$ cat config.mk
export PLATFORM = sky130hd
export DESIGN_NAME = ssg_frame_gen
export DESIGN_NICKNAME = d
export VERILOG_FILES = /design/src/rtl/ssg_frame_gen.sv
export SDC_FILE = /design/constraint.sdc
export NUM_CORES = 1
export LEC_CHECK = 0
export ABC_AREA = 1
export BUFFER_PORTS_ARGS = -buffer_cell sky130_fd_sc_hd__buf_2
export CAP_MARGIN = 20
export CORE_MARGIN = 5
export CORE_UTILIZATION = 63
export DETAILED_ROUTE_END_ITERATION = 12
export GPL_ROUTABILITY_DRIVEN = 0
export GPL_TIMING_DRIVEN = 0
export PLACE_DENSITY_LB_ADDON = 0.25
export RECOVER_POWER = 100
export SLEW_MARGIN = 10
export SYNTH_ARGS = -nofsm -noshare
export SYNTH_HDL_FRONTEND = slang
export SYNTH_SLANG_ARGS = --single-unit
$ cat constraint.sdc
create_clock -name ssg_clk -period 3.19 [get_ports ssg_clk]
set_clock_uncertainty 0.1 [all_clocks]
set_input_delay 0.7975 -clock ssg_clk [delete_from_list [all_inputs] [get_ports ssg_clk]]
set_output_delay 0.7975 -clock ssg_clk [all_outputs]
set_load 0.01 [all_outputs]
$ cat src/rtl/ssg_frame_gen.sv
//------------------------------------------------------------------------------
// Module : ssg_frame_gen
// Queued SIGNAL header + PRBS payload serial bit generator (valid/ready out).
// Rev    : 1.0
//------------------------------------------------------------------------------
`default_nettype none

module ssg_frame_gen #(
  parameter int TYPE_W    = 4,
  parameter int LEN_W     = 12,
  parameter int TAIL_W    = 6,
  parameter int SEED_W    = 7,
  parameter int REQ_DEPTH = 4,
  parameter int GAP_CYC   = 2
) (
  input  logic              ssg_clk,
  input  logic              ssg_rst_n,
  input  logic [TYPE_W-1:0] req_type,
  input  logic [LEN_W-1:0]  req_len,
  input  logic [SEED_W-1:0] req_seed,
  input  logic              req_vld,
  output logic              req_rdy,
  output logic              ssg_do,
  output logic              ssg_do_vld,
  input  logic              ssg_do_rdy,
  output logic              ssg_do_hdr,
  output logic              ssg_do_sof,
  output logic              ssg_do_eof,
  output logic [SEED_W-1:0] ssg_do_init,
  output logic              busy,
  output logic [15:0]       frame_cnt
);

  localparam int c_HDR_W = TYPE_W + 1 + LEN_W + 1 + TAIL_W;
  localparam int c_CNT_W = LEN_W + 3;
  localparam int c_PTR_W = $clog2(REQ_DEPTH);
  localparam int c_GAP_W = $clog2(GAP_CYC + 2);

  typedef enum logic [1:0] {
    S_IDLE = 2'd0,
    S_HDR  = 2'd1,
    S_PLD  = 2'd2,
    S_GAP  = 2'd3
  } state_t;

  state_t r_state, w_state_nxt;

  logic [TYPE_W-1:0]  r_fifo_type [REQ_DEPTH];
  logic [LEN_W-1:0]   r_fifo_len  [REQ_DEPTH];
  logic [SEED_W-1:0]  r_fifo_seed [REQ_DEPTH];
  logic [c_PTR_W-1:0] r_wptr, r_rptr;
  logic [c_PTR_W:0]   r_count, w_count_nxt;
  logic               r_req_rdy, w_push, w_pop;

  logic [LEN_W-1:0]   r_len;
  logic [SEED_W-1:0]  r_prbs, w_prbs_nxt;
  logic               w_prbs_bit;
  logic [c_HDR_W-2:0] r_hdr_sr;
  logic [c_CNT_W-1:0] r_cnt, w_pld_bits;
  logic [c_GAP_W-1:0] r_gap;
  logic               r_do, r_do_vld, r_do_hdr, r_do_sof, r_do_eof;
  logic [SEED_W-1:0]  r_do_init;
  logic [15:0]        r_frame_cnt;

  logic [TYPE_W-1:0]  w_head_type;
  logic [LEN_W-1:0]   w_head_len;
  logic [SEED_W-1:0]  w_head_seed;
  logic [c_HDR_W-1:0] w_hdr_word;
  logic               w_xfer, w_hdr_last, w_pld_last, w_gap_done;

  // Request FIFO; a full FIFO refuses pushes even when a pop frees a slot this cycle
  assign w_push = req_vld && r_req_rdy;
  assign w_pop  = (r_state == S_IDLE) && (r_count != '0);

  always_comb begin
    w_count_nxt = r_count;
    if (w_push && !w_pop)
      w_count_nxt = r_count + (c_PTR_W+1)'(1);
    else if (!w_push && w_pop)
      w_count_nxt = r_count - (c_PTR_W+1)'(1);
  end

  always_ff @(posedge ssg_clk) begin
    if (w_push) begin
      r_fifo_type[r_wptr] <= req_type;
      r_fifo_len[r_wptr]  <= req_len;
      r_fifo_seed[r_wptr] <= req_seed;
    end
  end

  always_ff @(posedge ssg_clk or negedge ssg_rst_n) begin
    if (!ssg_rst_n) begin
      r_wptr    <= '0;
      r_rptr    <= '0;
      r_count   <= '0;
      r_req_rdy <= 1'b0;
    end else begin
      if (w_push)
        r_wptr <= r_wptr + c_PTR_W'(1);
      if (w_pop)
        r_rptr <= r_rptr + c_PTR_W'(1);
      r_count   <= w_count_nxt;
      r_req_rdy <= (w_count_nxt != (c_PTR_W+1)'(REQ_DEPTH));
    end
  end

  assign w_head_type = r_fifo_type[r_rptr];
  assign w_head_len  = r_fifo_len[r_rptr];
  assign w_head_seed = (r_fifo_seed[r_rptr] == '0) ? '1 : r_fifo_seed[r_rptr];
  // Bit 0 goes out first: type, reserved 0, length, even parity, tail zeros
  assign w_hdr_word  = {{TAIL_W{1'b0}}, ^{w_head_len, w_head_type}, w_head_len, 1'b0, w_head_type};

  assign w_prbs_bit = r_prbs[SEED_W-1] ^ r_prbs[SEED_W-4];
  assign w_prbs_nxt = {r_prbs[SEED_W-2:0], w_prbs_bit};

  assign w_xfer     = r_do_vld && ssg_do_rdy;
  assign w_pld_bits = {r_len, 3'b000};
  assign w_hdr_last = (r_cnt == c_CNT_W'(c_HDR_W - 1));
  assign w_pld_last = (r_cnt == w_pld_bits - c_CNT_W'(1));
  assign w_gap_done = (r_gap == c_GAP_W'(GAP_CYC - 1));

  always_ff @(posedge ssg_clk or negedge ssg_rst_n) begin
    if (!ssg_rst_n)
      r_state <= S_IDLE;
    else
      r_state <= w_state_nxt;
  end

  always_comb begin
    w_state_nxt = r_state;
    case (r_state)
      S_IDLE: if (w_pop) w_state_nxt = S_HDR;
      S_HDR: begin
        if (w_xfer && w_hdr_last) begin
          if (r_len != '0)
            w_state_nxt = S_PLD;
          else
            w_state_nxt = (GAP_CYC == 0) ? S_IDLE : S_GAP;
        end
      end
      S_PLD: if (w_xfer && w_pld_last) w_state_nxt = (GAP_CYC == 0) ? S_IDLE : S_GAP;
      S_GAP: if (w_gap_done) w_state_nxt = S_IDLE;
      default: w_state_nxt = S_IDLE;
    endcase
  end

  // Output/datapath registers only move on a pop or an accepted bit, so a stall holds them
  always_ff @(posedge ssg_clk or negedge ssg_rst_n) begin
    if (!ssg_rst_n) begin
      r_len       <= '0;
      r_prbs      <= '0;
      r_hdr_sr    <= '0;
      r_cnt       <= '0;
      r_gap       <= '0;
      r_do        <= 1'b0;
      r_do_vld    <= 1'b0;
      r_do_hdr    <= 1'b0;
      r_do_sof    <= 1'b0;
      r_do_eof    <= 1'b0;
      r_do_init   <= '0;
      r_frame_cnt <= '0;
    end else begin
      r_gap <= (r_state == S_GAP) ? r_gap + c_GAP_W'(1) : '0;
      if (w_xfer && r_do_eof)
        r_frame_cnt <= r_frame_cnt + 16'd1;
      if (w_pop) begin
        r_len     <= w_head_len;
        r_prbs    <= w_head_seed;
        r_do_init <= w_head_seed;
        r_hdr_sr  <= w_hdr_word[c_HDR_W-1:1];
        r_do      <= w_hdr_word[0];
        r_cnt     <= '0;
        r_do_vld  <= 1'b1;
        r_do_hdr  <= 1'b1;
        r_do_sof  <= 1'b1;
        r_do_eof  <= 1'b0;
      end else if (w_xfer) begin
        r_do_sof <= 1'b0;
        if ((r_state == S_HDR && w_hdr_last && r_len == '0) ||
            (r_state == S_PLD && w_pld_last)) begin
          r_do      <= 1'b0;
          r_do_vld  <= 1'b0;
          r_do_hdr  <= 1'b0;
          r_do_eof  <= 1'b0;
          r_do_init <= '0;
        end else if (r_state == S_HDR && w_hdr_last) begin
          r_do     <= w_prbs_bit;
          r_prbs   <= w_prbs_nxt;
          r_cnt    <= '0;
          r_do_hdr <= 1'b0;
          r_do_eof <= 1'b0;
        end else if (r_state == S_HDR) begin
          r_do     <= r_hdr_sr[0];
          r_hdr_sr <= r_hdr_sr >> 1;
          r_cnt    <= r_cnt + c_CNT_W'(1);
          r_do_eof <= (r_len == '0) && (r_cnt == c_CNT_W'(c_HDR_W - 2));
        end else begin
          r_do     <= w_prbs_bit;
          r_prbs   <= w_prbs_nxt;
          r_cnt    <= r_cnt + c_CNT_W'(1);
          r_do_eof <= (r_cnt + c_CNT_W'(2) == w_pld_bits);
        end
      end
    end
  end

  assign req_rdy     = r_req_rdy;
  assign ssg_do      = r_do;
  assign ssg_do_vld  = r_do_vld;
  assign ssg_do_hdr  = r_do_hdr;
  assign ssg_do_sof  = r_do_sof;
  assign ssg_do_eof  = r_do_eof;
  assign ssg_do_init = r_do_init;
  assign busy        = (r_state != S_IDLE) || (r_count != '0);
  assign frame_cnt   = r_frame_cnt;

endmodule

`default_nettype wire

# Yosys cells after proc, flatten, opt, wreduce, memory -nomap -nowiden
# Memory sizes are Yosys's and may differ from the RTL's.
# Cells that the tools add are included.
op_classes:
  n_reduce_logical: 33
  mul: 0
  shifts: 0
  div_mod_pow: 0
  n_bitwise: 1
  n_eq_ne: 16
  n_addsub: 9
  magnitude_cmp: 0
  mux: 48
ops:
  columns: ["operator", "n"]
  rows:
  - ["2-to-1 mux 23 bit", 5]
  - ["2-to-1 mux 7 bit", 9]
  - ["2-to-1 mux 15 bit", 4]
  - ["equality test 15 bit", 2]
  - ["equality test 15 x 5 -> 1 bit (second input constant)", 2]
  - ["2-to-1 mux 1 bit", 22]
  - ["adder 16 x 1 -> 16 bit (second input constant)", 1]
  - ["XOR reduction 16 bit", 1]
  - ["adder 15 x 1 -> 15 bit (second input constant)", 1]
  - ["adder 15 x 2 -> 15 bit (second input constant)", 1]
  - ["subtractor 15 x 1 -> 15 bit (second input constant)", 1]
  - ["logical AND 1 bit", 12]
  - ["zero test 12 bit", 1]
  - ["!= test 2 bit (second input constant)", 6]
  - ["nonzero test 12 bit", 1]
  - ["2-to-1 mux 2 bit", 5]
  - ["one-hot mux 2 bit (4 select lines)", 1]
  - ["AND reduction 4 bit", 2]
  - ["nonzero test 2 bit", 4]
  - ["zero test 7 bit", 1]
  - ["adder 2 x 1 -> 2 bit (second input constant)", 3]
  - ["2-to-1 mux 3 bit", 2]
  - ["AND reduction 2 bit", 3]
  - ["nonzero test 3 bit", 2]
  - ["11 further kinds", 15]
word_totals:
  ram_bits: 92
  out_inout_bits: 30
  mem_count: 3
  mem_bits_ro: 0
  latch_bits: 0
  ff_bits: 97
  input_bits: 27
  wordCells: 127
mem_list:
  columns: ["name", "depth", "width", "read_ports", "rd_clocked_by_memory_dff", "wr", "line_no", "text"]
  rows:
  - ["r_fifo_len", 4, 12, 1, 0, 1, "49", "logic [LEN_W-1:0] r_fifo_len [REQ_DEPTH];"]
  - ["r_fifo_seed", 4, 7, 1, 0, 1, "50", "logic [SEED_W-1:0] r_fifo_seed [REQ_DEPTH];"]
  - ["r_fifo_type", 4, 4, 1, 0, 1, "48", "logic [TYPE_W-1:0] r_fifo_type [REQ_DEPTH];"]

# Longest topological paths before layout
# Gate-level depths: netlist (run 1).
depth:
  ltp_word: 7
  depth_mapped: 16
  mapped_depth_nobuf: 16

# Worst setup path before layout (run 1)
# OpenSTA, ideal clock, no wires.
synth_timing:
  path_type: "input to register"
  from: "input port req_vld"
  to: "memory r_fifo_len[0][0] (enable)"
  t_required_ps: 2687
  slack_ps: 764
  path_buffers: 0
  t_arrival_ps: 1923
  stages: 2
  setup_ps: 403
  cell_sequence: "nand2_1 > nor2_1"
synth_between:
  elab_chain_cells: 3
synth_lines:
  columns: ["element", "line_no", "text"]
  rows:
  - ["start, declared", "21", "input logic req_vld,"]
  - ["logical AND 1 bit", "72", "assign w_push = req_vld && r_req_rdy;"]
  - ["2-to-1 mux 1 bit", "84", "if (w_push) begin"]
  - ["2-to-1 mux 1 bit (implied by the code)", "86", "r_fifo_len[r_wptr] <= req_len;"]
  - ["end, declared", "49", null]
# No other way between the ends.

# Worst setup path in the final report (run 1)
layout_timing:
  from: "register r_len[1]"
  to: "register r_cnt[8]"
layout_between:
  elab_chain_cells: 6
  elab_cells_between_ends: 8
  classes_between: "add/sub (1); eq/ne (2); reduce/logical (5)"
layout_lines:
  columns: ["element", "line_no", "text"]
  rows:
  - ["start, declared", "55", "logic [LEN_W-1:0] r_len;"]
  - ["start signal, assigned", "167", "r_len <= w_head_len;"]
  - ["subtractor 15 x 1 -> 15 bit", "119", "assign w_pld_last = (r_cnt == w_pld_bits - c_CNT_W'(1));"]
  - ["equality test 15 bit", "119", null]
  - ["logical AND 1 bit", "180", "(r_state == S_PLD && w_pld_last)) begin"]
  - ["logical OR 1 bit (*)", "179", "if ((r_state == S_HDR && w_hdr_last && r_len == '0) ||"]
  - ["!= test 2 bit (no line) (*)", null, null]
  - ["AND reduction 2 bit (no line) (*)", null, null]
  - ["end signal, assigned", "195", "r_cnt <= r_cnt + c_CNT_W'(1);"]
  - ["end signal, assigned", "200", "r_cnt <= r_cnt + c_CNT_W'(1);"]
  - ["end, declared", "59", "logic [c_CNT_W-1:0] r_cnt, w_pld_bits;"]
# Mark *: on every way between the ends. The rest lies on a longest branch, timed or not.
# A chain may end at the register's enable or synchronous reset.

==> impl_metrics.toml, run 1 <==
[clocking]
cts_buffer_depth = 2
cts.repair.resized = 0
cts_buffers = 17
cts_root_buf = "clkbuf_16"
cts_setup_buffers = 0
cts.sinks = 183
clock_latency_ns = 0.44
htree_levels = 4
hold_buffers = 0
clkTransAtPathRegs_ns = 0.07
cts_tree = "built"

[synthesis]
synth_cell_types = 45
synth_area_sq_mm = 0.00918
synth_largest_area_cell = "edfxtp_1"
yosysMostFrequentCell = "nand2_1"
postSynthCellCount = 1012
synth_top_cell_area_share_pct = 30.1
synth_nets = 1058
ys_warn_count = 0
synth.avg_cell_area_sq_um = 9.07
synth-edff-count = 92
ys_top_cells_by_count = "nand2_1, nand3_1, edfxtp_1"
ys.flop_type = "edfxtp_1"
ys_ff_latch = 183
synth_area_leaders = "edfxtp_1, dfrtp_1, nand2_1, nand3_1, xor2_1"
seq_area_frac_synth_pct = 54.9
async_flop_share_pct = 49.7

[power]
irDropWorstVdd_v = 0.000628
total_power_mw = 10.2
p_leak_nw = 4.60
p_per_area_mw_per_mm2 = 1010

[placement]
dp_hpwl_mm = 14.8
port_buffers = 56

[global_routing]
grt_antenna_before_repair = 0
grt_pass1_vias = 6901
grt_pass1_wl_mm = 33.8
gr-total-overflow = 0
grt_use_total_pct = 25.5
grt_max_degree = 57

[critical_path]
reg2reg_depth = 15
critPathRequiredTime_ns = 3.44
critPathMostFrequentCell = "nor2_1"
critical_path.top_delay_family = "simple AND/OR/NAND/NOR gates"
path_buf_inv = 2
path_cells = "inv_1, ha_1, nor2_1, nor2_1, nand2_1, nor2_1, nand2_1, nor2_1, nand2_1, nor2_1, nand3_1, nand3_1, nand2_1, buf_6, o21ai_0"
rrSetupSlack_ns = 0.41
crit_path_top_delay_cell = "dfrtp_1"
r2r-start = "r_len[1]$_DFFE_PN0P_"
end_kind = "register"
r2r_end = "r_cnt[8]$_DFFE_PN0P_"
path_max_fanout = 10
critPathLaunchType = "register"
cp.arrival_ns = 3.03
worst-setup-path-type = "reg2reg"
cp_slowest_stage_delay_ns = 0.39

[floorplanning]
die_area_sq_mm = 0.0171
design.core.area_sq_mm = 0.0144
start_util_pct = 63.7
dieWidth_um = 131
core.rowCount = 44
die-height_um = 131
ios = 57

[worst_hold_path]
hold_path.startpoint = "r_gap[0]$_DFF_PN0_"
hold_end = "r_gap[0]$_DFF_PN0_"
whs_path_depth = 1
hp-class = "reg2reg"

[flow_run]
max-cap-violations = 1

[outcome]
outcome = "finished, violations left"
violations = "capacitance limit, slew limit"

[drt]
via_count = 7191
drt-pass1-iter-count = 5
wire_per_inst_um = 16.2
drc = 0
ant_nets = 0
drt-total-wl_mm = 20.9
drtIter0Drc = 596
vias_per_cell = 5.58

[layout]
layout-drive-gt1-share_pct = 7.34
fin_util_pct = 70.3
nets = 1138
diodes = 0
area_growth_pct = 10.4

[timing]
holdWs_ns = 0.336
setup_viol = 0
tightest_slew_ns = 2.07
drv_slew = 36
period_minus_slack_ns = 2.78
fin_crit_sh_pct = 87.0
max-slew-margin-rel_pct = -38.0
fmax_mhz = 360
fin_setup_tns_ns = 0
finalHoldViolCount = 0
grt_setup_unrepaired = "no"
cell families (layout without fill, tap and decap cells):
group                      after synthesis  count (layout)  synth area share, %
DFF                                    183             183                 54.9
and+or+nand+nor                        573             573                 27.0
buffers and inverters                  113             205                 5.49
adders and majority gates               19              19                 2.59
AOI/OAI and AO/OA                       71              71                 4.92
xor gates and xnor gates                52              52                 5.04
muxes                                    1               1                0.109
flip-flops by register name (all words and copies together), names as in the netlist, 12 cells and up:
name and count:
r_hdr_sr 17, r_fifo_type 16, r_fifo_len 48, frame_cnt 16, r_len 12, r_fifo_seed 28, r_cnt 15
cell usage in the layout (no fill, tap or decap), types with 8 or more instances in the layout:
master and count:
nand2_1 340, edfxtp_1 92, nor3_1 11, dfrtp_1 91, clkbuf_16 17, buf_2 14, ha_1 19, xor2_1 33
nand3_1 114, clkbuf_1 69, xnor2_1 18, nand4_1 8, nor2_1 74, o21ai_0 44, inv_1 72
metal layers:
layer  up-vias  track usage, %  part of all wire, %
met1      3428            33.5                   43
met5         -               0                    0
met4         0            8.77                  2.2
li1       3476               -                    -
met3        41            5.28                  5.5
met2       246            42.7                   49
per-stage QoR:
| step | std cells | area (sq um) | setup WS, ns |
|---|---|---|---|
| final | 1288 | 10100 | 0.414 |
| after global routing | 1288 | 10100 | 0.253 |
| after detailed placement | 1257 | 9790 | 0.661 |
| after CTS | 1288 | 10400 | 0.662 |
| after global placement | 1252 | 9690 | -0.00935 |
| after floorplan | 1012 | 9180 | 0.764 |
cell type report:
| cell class | instances | area [sq um] |
|---|---|---|
| plain buffers | 33 | 203 |
| clock buffers | 18 | 429 |
| clock inverters | 13 | 131 |
| fillers | 1155 | 4290 |
| inverters | 80 | 300 |
| multi-input cells | 716 | 3550 |
| flip-flops and latches | 183 | 5040 |
| well taps | 184 | 230 |
| repair buffers | 61 | 255 |
power breakdown:
part           total [mW]  switching [mW]  internal, mW  leakage (nW)
registers            3.46           0.344          3.12          2.00
clock network        2.04           0.944          1.09         0.268
logic                4.71            3.16          1.55          2.33
total                10.2            4.45          5.76          4.60
worst max-delay path by stage:
stage,from,end,depth (start not counted)
after floorplan,req_vld,r_fifo_len[0][0]$_DFFE_PP_,2
after global placement,req_vld,r_fifo_len[1][6]$_DFFE_PP_,3
after detailed placement,ssg_do_rdy,frame_cnt[13]$_DFFE_PN0P_,10
after CTS,r_state[0]$_DFFE_PN0P_,r_hdr_sr[14]$_DFFE_PN0P_,8
after global routing,r_len[1]$_DFFE_PN0P_,r_cnt[13]$_DFFE_PN0P_,15
final,r_len[1]$_DFFE_PN0P_,r_cnt[8]$_DFFE_PN0P_,15
(Power assumes the default switching activity.)
==> inputs of run 2 (changes only) <==
Settings changed: CORE_UTILIZATION 63 to 55.
Clock period 3.19 ns to 2.5 ns, I/O delays scaled along.
==> run 2 against run 1 <==
  * The flow now finishes without violations
  * Highest routed layer unchanged
  * Clock-buffer cell count unchanged
  * Maximum frequency up 17%
  * First-iteration DRC count down 8.1%
  * Worst hold slack worse by 0.099 ns
==> impl_metrics.toml, run 2 (synthesis results as in run 1) <==
[outcome]
outcome = "complete, no violations"

[power]
seq_power_share_pct = 33.8
irDropWorstVdd_v = 0.000846
p_per_area_mw_per_mm2 = 1270
clkPwrFrac_pct = 20.4
power.net_switching_mw = 5.61
power.internal_mw = 7.50
combPwrFrac_pct = 45.8
total_power_mw = 13.1
p_sw_share_pct = 42.8
p_leak_nw = 4.64

[clocking]
cts.sinks = 183
cts_root_buf = "clkbuf_16"
htree_levels = 4
cts_buffers = 17
clkTransAtPathRegs_ns = 0.07
cts_tree = "built"
clock_latency_ns = 0.44
cts_buffer_depth = 2

[layout]
nets = 1136
nFillCells = 1426
layout-drive-gt1-share_pct = 10.1
final_cell_mix = "nand2_1, nand3_1, edfxtp_1, dfrtp_1, inv_1"
reg_top3 = "r_fifo_len x48, r_fifo_seed x28, r_hdr_sr x17"
instances_no_fill = 1322
regMostFlops = "r_fifo_len"
diodes = 0
fin_util_pct = 62.6
largest_reg_flops = 48
final_common_cell = "nand2_1"
area_growth_pct = 12.2

[global_routing]
grt_antenna_before_repair = 0
grt_max_degree = 53
grt_pass1_wl_mm = 34.0
grt_pass1_vias = 6845
grt_use_total_pct = 21.9
gr-total-overflow = 0

[timing]
drv_slew = 0
setup_viol = 0
fin_setup_tns_ns = 0
holdWs_ns = 0.237
grt_setup_unrepaired = "yes"
max-slew-margin-rel_pct = 13.4
finalHoldViolCount = 0
fin_crit_sh_pct = 94.7
period_minus_slack_ns = 2.37
tightest_slew_ns = 1.30
fmax_mhz = 423

[placement]
dpl.cell_count = 1290
port_buffers = 56
dp_hpwl_mm = 14.7

[critical_path]
worst-setup-path-type = "reg2reg"
critical_path.top_delay_family = "simple AND/OR/NAND/NOR gates"
path_cells = "inv_1, ha_1, inv_1, nor2_1, clkbuf_2"
end_kind = "register"
path_buf_inv = 3
critPathMostFrequentCell = "inv_1"
crit_path_top_delay_cell = "nor2_1"
path_max_fanout = 14
critPathLaunchType = "register"
cp_slowest_stage_delay_ns = 0.70
critPathRequiredTime_ns = 2.49
cp.arrival_ns = 2.36

[worst_hold_path]
hp-class = "in2async"

[floorplanning]
start_util_pct = 55.8
die-height_um = 139
design.core.area_sq_mm = 0.0165
core.rowCount = 47
die_area_sq_mm = 0.0194
dieWidth_um = 139
ios = 57

[drt]
ant_nets = 0
via_count = 7059
drc = 0
drt-pass1-iter-count = 5
vias_per_cell = 5.34
wire_per_inst_um = 15.7
drtIter0Drc = 548
drt-total-wl_mm = 20.7

[flow_run]
max-cap-violations = 0
==> run 2: cell count changes in the layout (fill, tap and decap cells not counted), sizes merged <==
cell and change:
buf +2, inv -2, clkbuf -4, clkinvlp +1, bufinv +1
==> run 2: final cells by class <==
type	count	area (sq um)	share of cell area, %
sequential	183	5040	48.9
buffer	33	210	2.04
timing repair buffer	59	235	2.28
clock inverter	13	144	1.40
inverter	80	300	2.91
tap	220	275	2.67
multi-input combinational	716	3670	35.6
clock buffer	18	429	4.17
==> run 2: stage by stage <==
stage	setup slack, ns	instance area (sq um)
after detailed placement	0.0184	9810
after floorplan	0.247	9180
after global routing	-0.0000102	10300
after global placement	-0.582	9740
after CTS	0.147	10400
final	0.134	10300
==> run 2: per-layer routing <==
layer	part of all wire, %	vias to the layer above	global-route usage [%]
li1	-	3481	-
met1	44	3331	28.8
met2	48	214	36.6
met3	5.8	33	4.49
met4	2.0	0	7.21
met5	0	-	0
==> run 2: final timing paths <==
path | startpoint | end | slack (ns) | depth (start not counted)
worst max register to register | r_wptr[1]$_DFFE_PN0P_ | r_fifo_len[1][4]$_DFFE_PP_ | 0.13 | 5
worst min register to register | r_gap[0]$_DFF_PN0_ | r_gap[0]$_DFF_PN0_ | 0.36 | 1
worst max-delay path | r_wptr[1]$_DFFE_PN0P_ | r_fifo_len[1][4]$_DFFE_PP_ | 0.13 | 5
worst min-delay path | ssg_rst_n | r_cnt[9]$_DFFE_PN0P_ | 0.24 | 1
min in group ssg_clk | req_type[1] | r_fifo_type[0][1]$_DFFE_PP_ | 0.35 | 1
max in group asynchronous | ssg_rst_n | r_cnt[0]$_DFFE_PN0P_ | 0.70 | 2
==> run 2: worst register-to-register path, stage by stage, from the launching register on <==
cell and delay, ns:
dfrtp_1 0.42, inv_1 0.11, ha_1 0.14, inv_1 0.04, nor2_1 0.70, clkbuf_2 0.50
==> run 2: what timing repair did <==
action                                  CTS  global route
hold buffers                              0             0
gates resized for setup                   1            10
endpoints found under the setup margin    7            37
setup buffers                             0             1
==> run 2: power groups by stage <==
stage,Combinational (mW),Clock [mW],Sequential (mW)
final,6.01,2.67,4.43
after detailed placement,6.01,0,4.46
after CTS,6.05,2.70,4.42
after global placement,5.85,0,4.45
after floorplan,4.44,0,4.40
after global routing,6.83,2.85,4.50
